`config.mk`:
```
export PLATFORM = sky130hd
export DESIGN_NAME = bt656_rx
export DESIGN_NICKNAME = d
export VERILOG_FILES = /design/src/rtl/bt656_pkg.sv /design/src/rtl/bt656_trs_detect.sv /design/src/rtl/bt656_rx.sv
export SDC_FILE = /design/constraint.sdc
export NUM_CORES = 1
export LEC_CHECK = 0
export ABC_AREA = 1
export CAP_MARGIN = 30
export CELL_PAD_IN_SITES_DETAIL_PLACEMENT = 1
export CELL_PAD_IN_SITES_GLOBAL_PLACEMENT = 2
export CORE_MARGIN = 1
export CORE_UTILIZATION = 28
export DETAILED_ROUTE_END_ITERATION = 7
export HOLD_SLACK_MARGIN = 0.03
export PLACE_DENSITY_LB_ADDON = 0.1
export SLEW_MARGIN = 20
export SYNTH_ARGS = -nofsm -noshare
export SYNTH_HDL_FRONTEND = slang
export SYNTH_SLANG_ARGS = --single-unit
```
`constraint.sdc`:
```
create_clock -name clk -period 1.5 [get_ports clk]
set_input_delay 0.3 -clock clk [delete_from_list [all_inputs] [get_ports clk]]
set_output_delay 0.3 -clock clk [all_outputs]
set_load 0.01 [all_outputs]
```
`src/rtl/bt656_pkg.sv`:
```
// Shared definitions for the BT.656 receive path.
// TRS constants, XY field layout, parity check and state enums.
package bt656_pkg;

    localparam logic [7:0] TRS_FF = 8'hFF;
    localparam logic [7:0] TRS_00 = 8'h00;

    localparam int XY_ONE = 7;
    localparam int XY_F   = 6;
    localparam int XY_V   = 5;
    localparam int XY_H   = 4;

    typedef enum logic [1:0] {
        PH_CB,
        PH_Y0,
        PH_CR,
        PH_Y1
    } phase_e;

    typedef enum logic [1:0] {
        DET_SRCH,
        DET_G1,
        DET_G2,
        DET_XY
    } det_state_e;

    // True when the XY word has its marker bit set and consistent protection bits
    function automatic logic xy_ok(input logic [7:0] xy);
        logic       f;
        logic       v;
        logic       h;
        logic [3:0] p;
        f = xy[XY_F];
        v = xy[XY_V];
        h = xy[XY_H];
        p = {v ^ h, f ^ h, f ^ v, f ^ v ^ h};
        return xy[XY_ONE] && (xy[3:0] == p);
    endfunction

endpackage

```
`src/rtl/bt656_trs_detect.sv`:
```
// FF 00 00 XY preamble tracker with XY protection check.
// Results are registered so they line up with the delayed data byte.
module bt656_trs_detect
    import bt656_pkg::*;
(
    input  logic       clk,
    input  logic       rst,
    input  logic [7:0] din,
    output logic       code_vld,
    output logic       code_err,
    output logic       f,
    output logic       v,
    output logic       h,
    output logic       trs_byte
);

    det_state_e state;
    det_state_e state_nx;
    logic       vld_c;
    logic       err_c;
    logic       trs_c;

    // Detector state register
    always_ff @(posedge clk) begin
        if (rst) state <= DET_SRCH;
        else     state <= state_nx;
    end

    // Preamble sequencing; an FF anywhere in the preamble restarts it
    always_comb begin
        state_nx = DET_SRCH;
        unique case (state)
            DET_SRCH: state_nx = (din == TRS_FF) ? DET_G1 : DET_SRCH;
            DET_G1: begin
                if (din == TRS_FF)      state_nx = DET_G1;
                else if (din == TRS_00) state_nx = DET_G2;
                else                    state_nx = DET_SRCH;
            end
            DET_G2: begin
                if (din == TRS_FF)      state_nx = DET_G1;
                else if (din == TRS_00) state_nx = DET_XY;
                else                    state_nx = DET_SRCH;
            end
            DET_XY:   state_nx = DET_SRCH;
            default:  state_nx = DET_SRCH;
        endcase
    end

    // Classify the current byte: code result and whether it belongs to a TRS
    always_comb begin
        vld_c = 1'b0;
        err_c = 1'b0;
        trs_c = (state != DET_SRCH) || (din == TRS_FF);
        if (state == DET_XY) begin
            vld_c = xy_ok(din);
            err_c = !xy_ok(din);
        end
    end

    // Register the classification alongside the delayed byte
    always_ff @(posedge clk) begin
        if (rst) begin
            code_vld <= 1'b0;
            code_err <= 1'b0;
            f        <= 1'b0;
            v        <= 1'b0;
            h        <= 1'b0;
            trs_byte <= 1'b0;
        end else begin
            code_vld <= vld_c;
            code_err <= err_c;
            f        <= din[XY_F];
            v        <= din[XY_V];
            h        <= din[XY_H];
            trs_byte <= trs_c;
        end
    end

endmodule

```
`src/rtl/bt656_rx.sv`:
```
// BT.656 byte stream to Y/Cb/Cr pixels with line/field tracking.
// Two-stage front end, then one registered decode/output stage.
module bt656_rx
    import bt656_pkg::*;
#(
    parameter int ACTIVE_W = 720,
    parameter int LINE_W   = 10
) (
    input  logic              clk,
    input  logic              rst,
    input  logic [7:0]        td_data,
    output logic [7:0]        pix_y,
    output logic [7:0]        pix_cb,
    output logic [7:0]        pix_cr,
    output logic              pix_valid,
    output logic [LINE_W-1:0] pix_x,
    output logic [LINE_W-1:0] pix_line,
    output logic              field,
    output logic              vblank,
    output logic              hblank,
    output logic              line_start,
    output logic              frame_start,
    output logic              sync_err
);

    localparam logic [LINE_W-1:0] X_LAST = LINE_W'(ACTIVE_W - 1);
    localparam logic [LINE_W-1:0] ONE    = LINE_W'(1);

    logic [7:0]        d_q;
    logic [7:0]        d2;
    logic              code_vld;
    logic              code_err;
    logic              c_f;
    logic              c_v;
    logic              c_h;
    logic              trs_byte;

    logic              active;
    phase_e            phase;
    logic [LINE_W-1:0] x_cnt;
    logic              full;
    logic              ovr;
    logic              blank_seen;
    logic [7:0]        cb_q;
    logic [7:0]        y0_q;
    logic [7:0]        cr_q;

    logic              data_ok;
    logic              emit;
    logic [7:0]        e_y;
    logic [7:0]        e_cr;

    bt656_trs_detect u_det (
        .clk      (clk),
        .rst      (rst),
        .din      (d_q),
        .code_vld (code_vld),
        .code_err (code_err),
        .f        (c_f),
        .v        (c_v),
        .h        (c_h),
        .trs_byte (trs_byte)
    );

    // Input register and delay matching the detector's registered output
    always_ff @(posedge clk) begin
        if (rst) begin
            d_q <= 8'h00;
            d2  <= 8'h00;
        end else begin
            d_q <= td_data;
            d2  <= d_q;
        end
    end

    // Pixel completion: Cr byte emits the even pixel, Y1 the odd one
    always_comb begin
        data_ok = active && !trs_byte && !code_vld && !code_err;
        emit    = 1'b0;
        e_y     = y0_q;
        e_cr    = d2;
        if (data_ok && !full) begin
            if (phase == PH_CR) begin
                emit = 1'b1;
            end else if (phase == PH_Y1) begin
                emit = 1'b1;
                e_y  = d2;
                e_cr = cr_q;
            end
        end
    end

    // Code handling, byte phase tracking, counters and output registers
    always_ff @(posedge clk) begin
        if (rst) begin
            active      <= 1'b0;
            phase       <= PH_CB;
            x_cnt       <= '0;
            full        <= 1'b0;
            ovr         <= 1'b0;
            blank_seen  <= 1'b1;
            cb_q        <= 8'h00;
            y0_q        <= 8'h00;
            cr_q        <= 8'h00;
            pix_y       <= 8'h00;
            pix_cb      <= 8'h00;
            pix_cr      <= 8'h00;
            pix_valid   <= 1'b0;
            pix_x       <= '0;
            pix_line    <= '0;
            field       <= 1'b0;
            vblank      <= 1'b1;
            hblank      <= 1'b1;
            line_start  <= 1'b0;
            frame_start <= 1'b0;
            sync_err    <= 1'b0;
        end else begin
            pix_valid   <= 1'b0;
            line_start  <= 1'b0;
            frame_start <= 1'b0;
            sync_err    <= 1'b0;
            if (code_err) begin
                sync_err <= 1'b1;
            end else if (code_vld) begin
                field  <= c_f;
                vblank <= c_v;
                if (c_v) blank_seen <= 1'b1;
                if (c_h) begin
                    hblank <= 1'b1;
                    active <= 1'b0;
                    if (active && !full) sync_err <= 1'b1;
                end else begin
                    hblank <= 1'b0;
                    if (c_v) begin
                        active <= 1'b0;
                    end else begin
                        active     <= 1'b1;
                        phase      <= PH_CB;
                        x_cnt      <= '0;
                        full       <= 1'b0;
                        ovr        <= 1'b0;
                        line_start <= 1'b1;
                        blank_seen <= 1'b0;
                        if (blank_seen) begin
                            pix_line    <= '0;
                            frame_start <= !c_f;
                        end else begin
                            pix_line <= pix_line + ONE;
                        end
                    end
                end
            end else if (data_ok) begin
                if (full) begin
                    if (!ovr) begin
                        ovr      <= 1'b1;
                        sync_err <= 1'b1;
                    end
                end else begin
                    phase <= phase_e'(phase + 2'd1);
                    if (phase == PH_CB) cb_q <= d2;
                    if (phase == PH_Y0) y0_q <= d2;
                    if (phase == PH_CR) cr_q <= d2;
                end
            end
            if (emit) begin
                pix_valid <= 1'b1;
                pix_y     <= e_y;
                pix_cb    <= cb_q;
                pix_cr    <= e_cr;
                pix_x     <= x_cnt;
                x_cnt     <= x_cnt + ONE;
                if (x_cnt == X_LAST) full <= 1'b1;
            end
        end
    end

endmodule

```
==> qor.csv <==
stage,metric,value,unit
yosys,synth-edff-count,0,
timing,layout_worst_path_cycle_share,96.7,%
detailed_routing,drtPass1Iterations,4,
global_routing,grt_overflow,0,
timing,fmax,690,MHz
min_path,hold_path_class,in -> reg,
floorplan,die_h,133,um
timing,setup_viol,0,
detailed_routing,vias,4580,
clock_network,cts_num_sinks,112,
clock_network,hold_buffers,0,
yosys,synth_xor_area_share,0.905,%
timing,tightest_slew,0.391,ns
yosys,synth_cell_type_count,32,
floorplan,ios,61,
clock_network,clk_pin_slew_worst_paths,0.07,ns
yosys,yosysWarnings,0,
detailed_routing,wl_per_cell,14.3,um
cells_and_area,syn_to_final_growth,33.1,%
floorplan,die-area,0.0178,mm^2
power_and_ir_drop,ir_drop,0.000543,V
floorplan,rows,47,
timing,fin_skew,0.00626,ns
yosys,synth.mux.area_fraction,0,%
clock_network,h-tree-depth,3,
yosys,synth-compound-area-share,12.8,%
flow_run,maxCapViolations,0,
detailed_routing,ant_nets,0,
clock_network,clk_path_buf_depth,2,
global_routing,antenna_found_initial,0,
detailed_routing,via_per_inst,4.58,
detailed_routing,drtIter0Drc,141,
power_and_ir_drop,power.density_cell_area,876,mW/mm^2
power_and_ir_drop,power_leakage,0.00294,uW
yosys,synth_area,0.00484,mm^2
placement,dp_hpwl,9870,um
clock_network,cts_root_buf,clkbuf_16,
yosys,ys_seq_area_share,46.3,%
yosys,ys.flop_type,dfxtp_1,
global_routing,grt.total_usage,16.5,%
yosys,synthCells,685,
yosys,synth_top_family_by_area,simple AND/OR/NAND/NOR gates,
timing,min_period,1.45,ns
detailed_routing,drc,0,
worst_setup_path,criticalPathCategory,reg -> reg,
global_routing,grt_pass1_vias,4605,
yosys,synth_area_per_cell,7.07,um^2
global_routing,grt_pass1_wl,23100,um
yosys,synthArstFlopShare,0,%
placement,place_area,0.00591,mm^2
floorplan,coreArea,0.0168,mm^2
clock_network,cts_tree,yes,
placement,portBuffers,60,
cells_and_area,layout.nets,793,
floorplan,initial_utilization,28.9,%
clock_network,numCtsBuffers,9,
worst_setup_path,cp.required,1.76,ns
worst_setup_path,end_kind,flip-flop,
worst_setup_path,critPathMaxFanout,8,
timing,relSlewSlack,73.7,%
cells_and_area,diodes,0,
cells_and_area,fin_area,0.00644,mm^2
yosys,syn-num-nets,703,
cells_and_area,layout-drive-gt1-share,14.2,%
timing,finalHoldViolations,0,
worst_setup_path,worst_setup_path_start_kind,flip-flop,
yosys,yosys.area_share.simple,28.9,%
status,outcome,completed,
clock_network,clk_latency,0.36,ns
worst_setup_path,arrival,1.71,ns
placement,gp_congestion,0.800,
yosys,ys_ff_latch,112,
timing,drv_slew,0,
timing,rsz0062_at_grt,yes,
floorplan,die_w,133,um
timing,hold_slack,0.430,ns
yosys,synthAdderAreaFrac,2.07,%
timing,finalSetupTns,0,ns
global_routing,grt_max_degree,70,
detailed_routing,finalWirelength,14300,um
per-layer routing:
| metal | vias to the layer above | GRT usage [%] | routed length (um) |
|---|---|---|---|
| met3 | 14 | 3.31 | 325 |
| met5 | - | 0 | 0 |
| met4 | 0 | 5.05 | 179 |
| li1 | 2348 | - | - |
| met1 | 2178 | 20.3 | 6780 |
| met2 | 40 | 28.9 | 6970 |
stage by stage:
| stage | instances | setup WS [ns] | total power, uW | utilization [%] |
|---|---|---|---|---|
| 6_report | 1000 | 0.0500 | 5650 | 38.4 |
| 5_1_grt | 1000 | -0.0130 | 5880 | 38.4 |
| 4_1_cts | 989 | 0.00401 | 5740 | 36.6 |
| 3_5_place_dp | 973 | -0.0194 | 3280 | 35.3 |
| 3_3_place_gp | 973 | 0.0355 | 3270 | 35.3 |
| 2_1_floorplan | 685 | 0.00861 | 3180 | - |
layout by cell type (no fill, tap or decap), types with 8 or more instances in the layout:
master,instances
nand4_1,9
o21ai_0,30
nor2_1,68
inv_1,64
buf_4,38
a21oi_1,59
clkdlybuf4s50_1,8
o21ai_1,13
dlygate4sd2_1,51
clkbuf_16,13
nand3_1,43
nand2_2,8
dfxtp_1,106
nand2_1,191
critical path, stage by stage (launching register included):
cell and delay [ns]:
dfxtp_4 0.38, inv_4 0.04, ha_4 0.16, inv_4 0.06, nand2_4 0.05, nand3_4 0.12, clkinv_8 0.12, buf_12 0.16
buf_6 0.11, nor2_2 0.10, nor2_1 0.04
synth_stat cells, drive strengths merged (3+ instances only):
cell type,count,area (um^2)
clkbuf,17,63.8
nand3,46,235
a31oi,3,18.8
a21oi,62,318
nand2,201,769
inv,71,267
ha,8,100
nor3,5,25.0
nor2,75,292
dfxtp,112,2240
xor2,4,35.0
o21ai,43,215
nand4,9,56.3
a21boi,7,52.6
buf,16,108
worst paths after layout:
path	start	end	slack, ns	cells after the start
worst min register to register	vblank$_SDFFE_PP1P_	vblank$_SDFFE_PP1P_	0.45	1
worst max-delay path	phase[0]$_SDFFE_PP0P_	pix_x[9]$_SDFFE_PP0P_	0.05	10
worst min-delay path	rst	pix_x[0]$_SDFFE_PP0P_	0.43	3
worst max register to register	phase[0]$_SDFFE_PP0P_	pix_x[9]$_SDFFE_PP0P_	0.05	10
repair_timing:
item,in CTS,in global routing
buffers inserted,0,7
endpoints found under the setup margin,58,56
resized for setup,56,44
cloned,0,4
pin swaps,0,8
kinds of logic (layout without fill, tap and decap cells):
kind of cell	Yosys count	count (layout)
and+or+nand+nor	339	339
AOI/OAI and AO/OA	117	117
adders and majority gates	8	8
DFF	112	112
buffers and inverters	104	199
xor gates and xnor gates	5	5
where the power goes:
group          switching (uW)  internal [uW]  total, uW
clock                    1150           1290       2450
combinational             121           73.9        195
sequential               18.1           2990       3000
total                    1290           4350       5650
cell type report:
| cell class | instances | area [um^2] |
|---|---|---|
| inverters | 71 | 287 |
| fillers | 2066 | 10300 |
| clock inverters | 6 | 58.8 |
| clock buffers | 10 | 229 |
| repair buffers | 112 | 1080 |
| well taps | 220 | 275 |
| multi-input cells | 469 | 2260 |
| flip-flops and latches | 112 | 2250 |
registers in the layout, indices dropped and copies added (netlist names), 2 cells and up:
signal and count:
cb_q 8, pix_x 10, x_cnt 10, u_det.state 2
d_q 8, cr_q 8, pix_line 10, pix_cr 8
pix_cb 8, d2 8, y0_q 8, phase 2
pix_y 8
Power figures use the tool's default switching activity.
==> RTL change (config.mk and constraints unchanged) <==
Reset style: asynchronous (`rst`), changed in 4 clocked blocks.
--- a/src/rtl/bt656_trs_detect.sv
+++ b/src/rtl/bt656_trs_detect.sv
@@ -21,7 +21,7 @@
     logic       trs_c;
 
     // Detector state register
-    always_ff @(posedge clk) begin
+    always_ff @(posedge clk or posedge rst) begin
         if (rst) state <= DET_SRCH;
         else     state <= state_nx;
     end
@@ -58,7 +58,7 @@
     end
 
     // Register the classification alongside the delayed byte
-    always_ff @(posedge clk) begin
+    always_ff @(posedge clk or posedge rst) begin
         if (rst) begin
             code_vld <= 1'b0;
             code_err <= 1'b0;
--- a/src/rtl/bt656_rx.sv
+++ b/src/rtl/bt656_rx.sv
@@ -63,7 +63,7 @@
     );
 
     // Input register and delay matching the detector's registered output
-    always_ff @(posedge clk) begin
+    always_ff @(posedge clk or posedge rst) begin
         if (rst) begin
             d_q <= 8'h00;
             d2  <= 8'h00;
@@ -91,7 +91,7 @@
     end
 
     // Code handling, byte phase tracking, counters and output registers
-    always_ff @(posedge clk) begin
+    always_ff @(posedge clk or posedge rst) begin
         if (rst) begin
             active      <= 1'b0;
             phase       <= PH_CB;
Function: differs if rst is asserted again (counterexample within 10 cycles, from zero or initial values and one cycle with rst high); with rst held inactive, the same outputs for 10 cycles.
==> RTL change against the unedited design <==
Power grew 4.8%; sequential cell count is the same; clock power grew 9.0%; setup slack lost 0.016 ns; design area grew 0.58%; clock skew shrank 0.0016 ns; synthesized area grew 0.28%; largest cell class is now flip-flops and latches; wire length shrank 7.5%.
==> RTL change: results (changes against the unedited design) <==
status finished clean; wire per inst 14.7 um (+3.0%); worst path arrival time 1.76 ns (+0.05 ns); LEAKAGE 3.55 nW (+21%); Syn Nets 585 (-17%); peak supply drop 0.514 mV (-5.3%); PostCTS Resize Cnt 53 (-5.4%); Internal 4.59 mW (+5.4%); Worst-Margin Slew 0.342 ns (-0.0494 ns); worst slack at placement -0.0216 ns (-0.00215 ns); Worst path slowest cell dfrtp_1; Crit Path Max Fanout 5 (-3); Crit path top cell by count nor2_4; HPWL after DPL 9.05 mm (-8.4%); GPL Wtd Cong 0.715 (-11%); HP Class primary input to async pin; register-to-register setup slack 0.03 ns (-0.02 ns); pin count of the biggest net entering global routing 60 (-14%); first-pass GRT wire length 21.5 mm (-6.7%); Detailed Routing Iterations Pass 1 4 (unchanged); First DRT Iteration DRCs 194 (+38%); DP Area 0.00592 mm2 (+0.23%); number of global-route vias before repair 4115 (-11%); top cell family by delay on the critical path flip-flops; Post-CTS Setup Bufs 8 (+8); P_sw 1.33 mW (+3.1%); Synth top cells by count 218 x nand2_1, 109 x dfrtp_1, 62 x inv_1, 40 x nand3_1, 30 x nor2_1; top-count cell post-synth nand2_1; Nets 691 (-13%); YS warnings 0 (unchanged); top_reg_cell synth dfrtp_1; Netlist cell types 28 (-13%); Synth Area in XOR/XNOR 0.00180 (-0.00724); Skew-Pair Late Insertion Delay 0.36 ns (about the same); r2r worst-path depth 8 (-2); complex-gate fraction of the synthesized area 0.0585 (-0.0694); r2r endpoint pix_cr[3]; clock skew 0.00464 ns (-0.00162 ns); initial antenna violation count 0 (unchanged); FFs w/ async S/R, synth 1.00 (+1.00); Worst-path clk slew 0.07 ns (about the same); Overall Global Routing Usage 0.155 (-0.00999); Num CTS Buffers 9 (unchanged); crit-path max cell delay 0.43 ns (+0.05 ns); Reg2Reg Launch Point phase[0]; post-synthesis adder-cell area fraction 0.0206 (-0.0000586); fmax 0.682 GHz (-1.1%); Area contributors post-synth dfrtp_1 56%, nand2_1 17%, inv_1 4.8%; Regs by FF count pix_line: 10 flops, pix_x: 10 flops, x_cnt: 10 flops; Seq/Total Area, Yosys 0.578 (+0.115); fraction of layout cells with a size suffix above 1 0.139 (-0.00366); Comb pwr share 0.031 (-0.003); via density per instance 4.45 (-2.9%); Seq. pwr 3.06 mW (+2%); fillers 1969 (-4.7%); CTS max path bufs 2 (unchanged)
RTL change: per-layer routing:
| metal | track usage | share of wire | up-vias |
|---|---|---|---|
| li1 | - | - | 1991 |
| met1 | 0.212 | 0.48 | 1937 |
| met2 | 0.249 | 0.48 | 55 |
| met3 | 0.0232 | 0.023 | 11 |
| met4 | 0.0568 | 0.013 | 0 |
| met5 | 0 | 0 | - |
RTL change: kinds of logic after synthesis:
kind of cell,Yosys count
buf+inv,80
fa+ha+maj,8
simple gates,316
flops,112
compound gates,50
xor+xnor,1
RTL change: through the flow:
step,utilization,hold WS [ns],instances,setup TNS [ns]
final,0.387,0.374,898,0
after global routing,0.387,0.362,898,-1.32
after CTS,0.373,0.358,884,-0.0284
after detailed placement,0.353,0.446,860,-0.0411
after global placement,0.353,0.444,860,0
after floorplan,-,0.331,567,-16.90
RTL change: cell type report:
type,count,area share
repair buffers,109,0.161
inverters,65,0.0386
well taps,220,0.0425
multi-input cells,376,0.274
flip-flops and latches,112,0.433
clock inverters,7,0.0158
clock buffers,9,0.0348
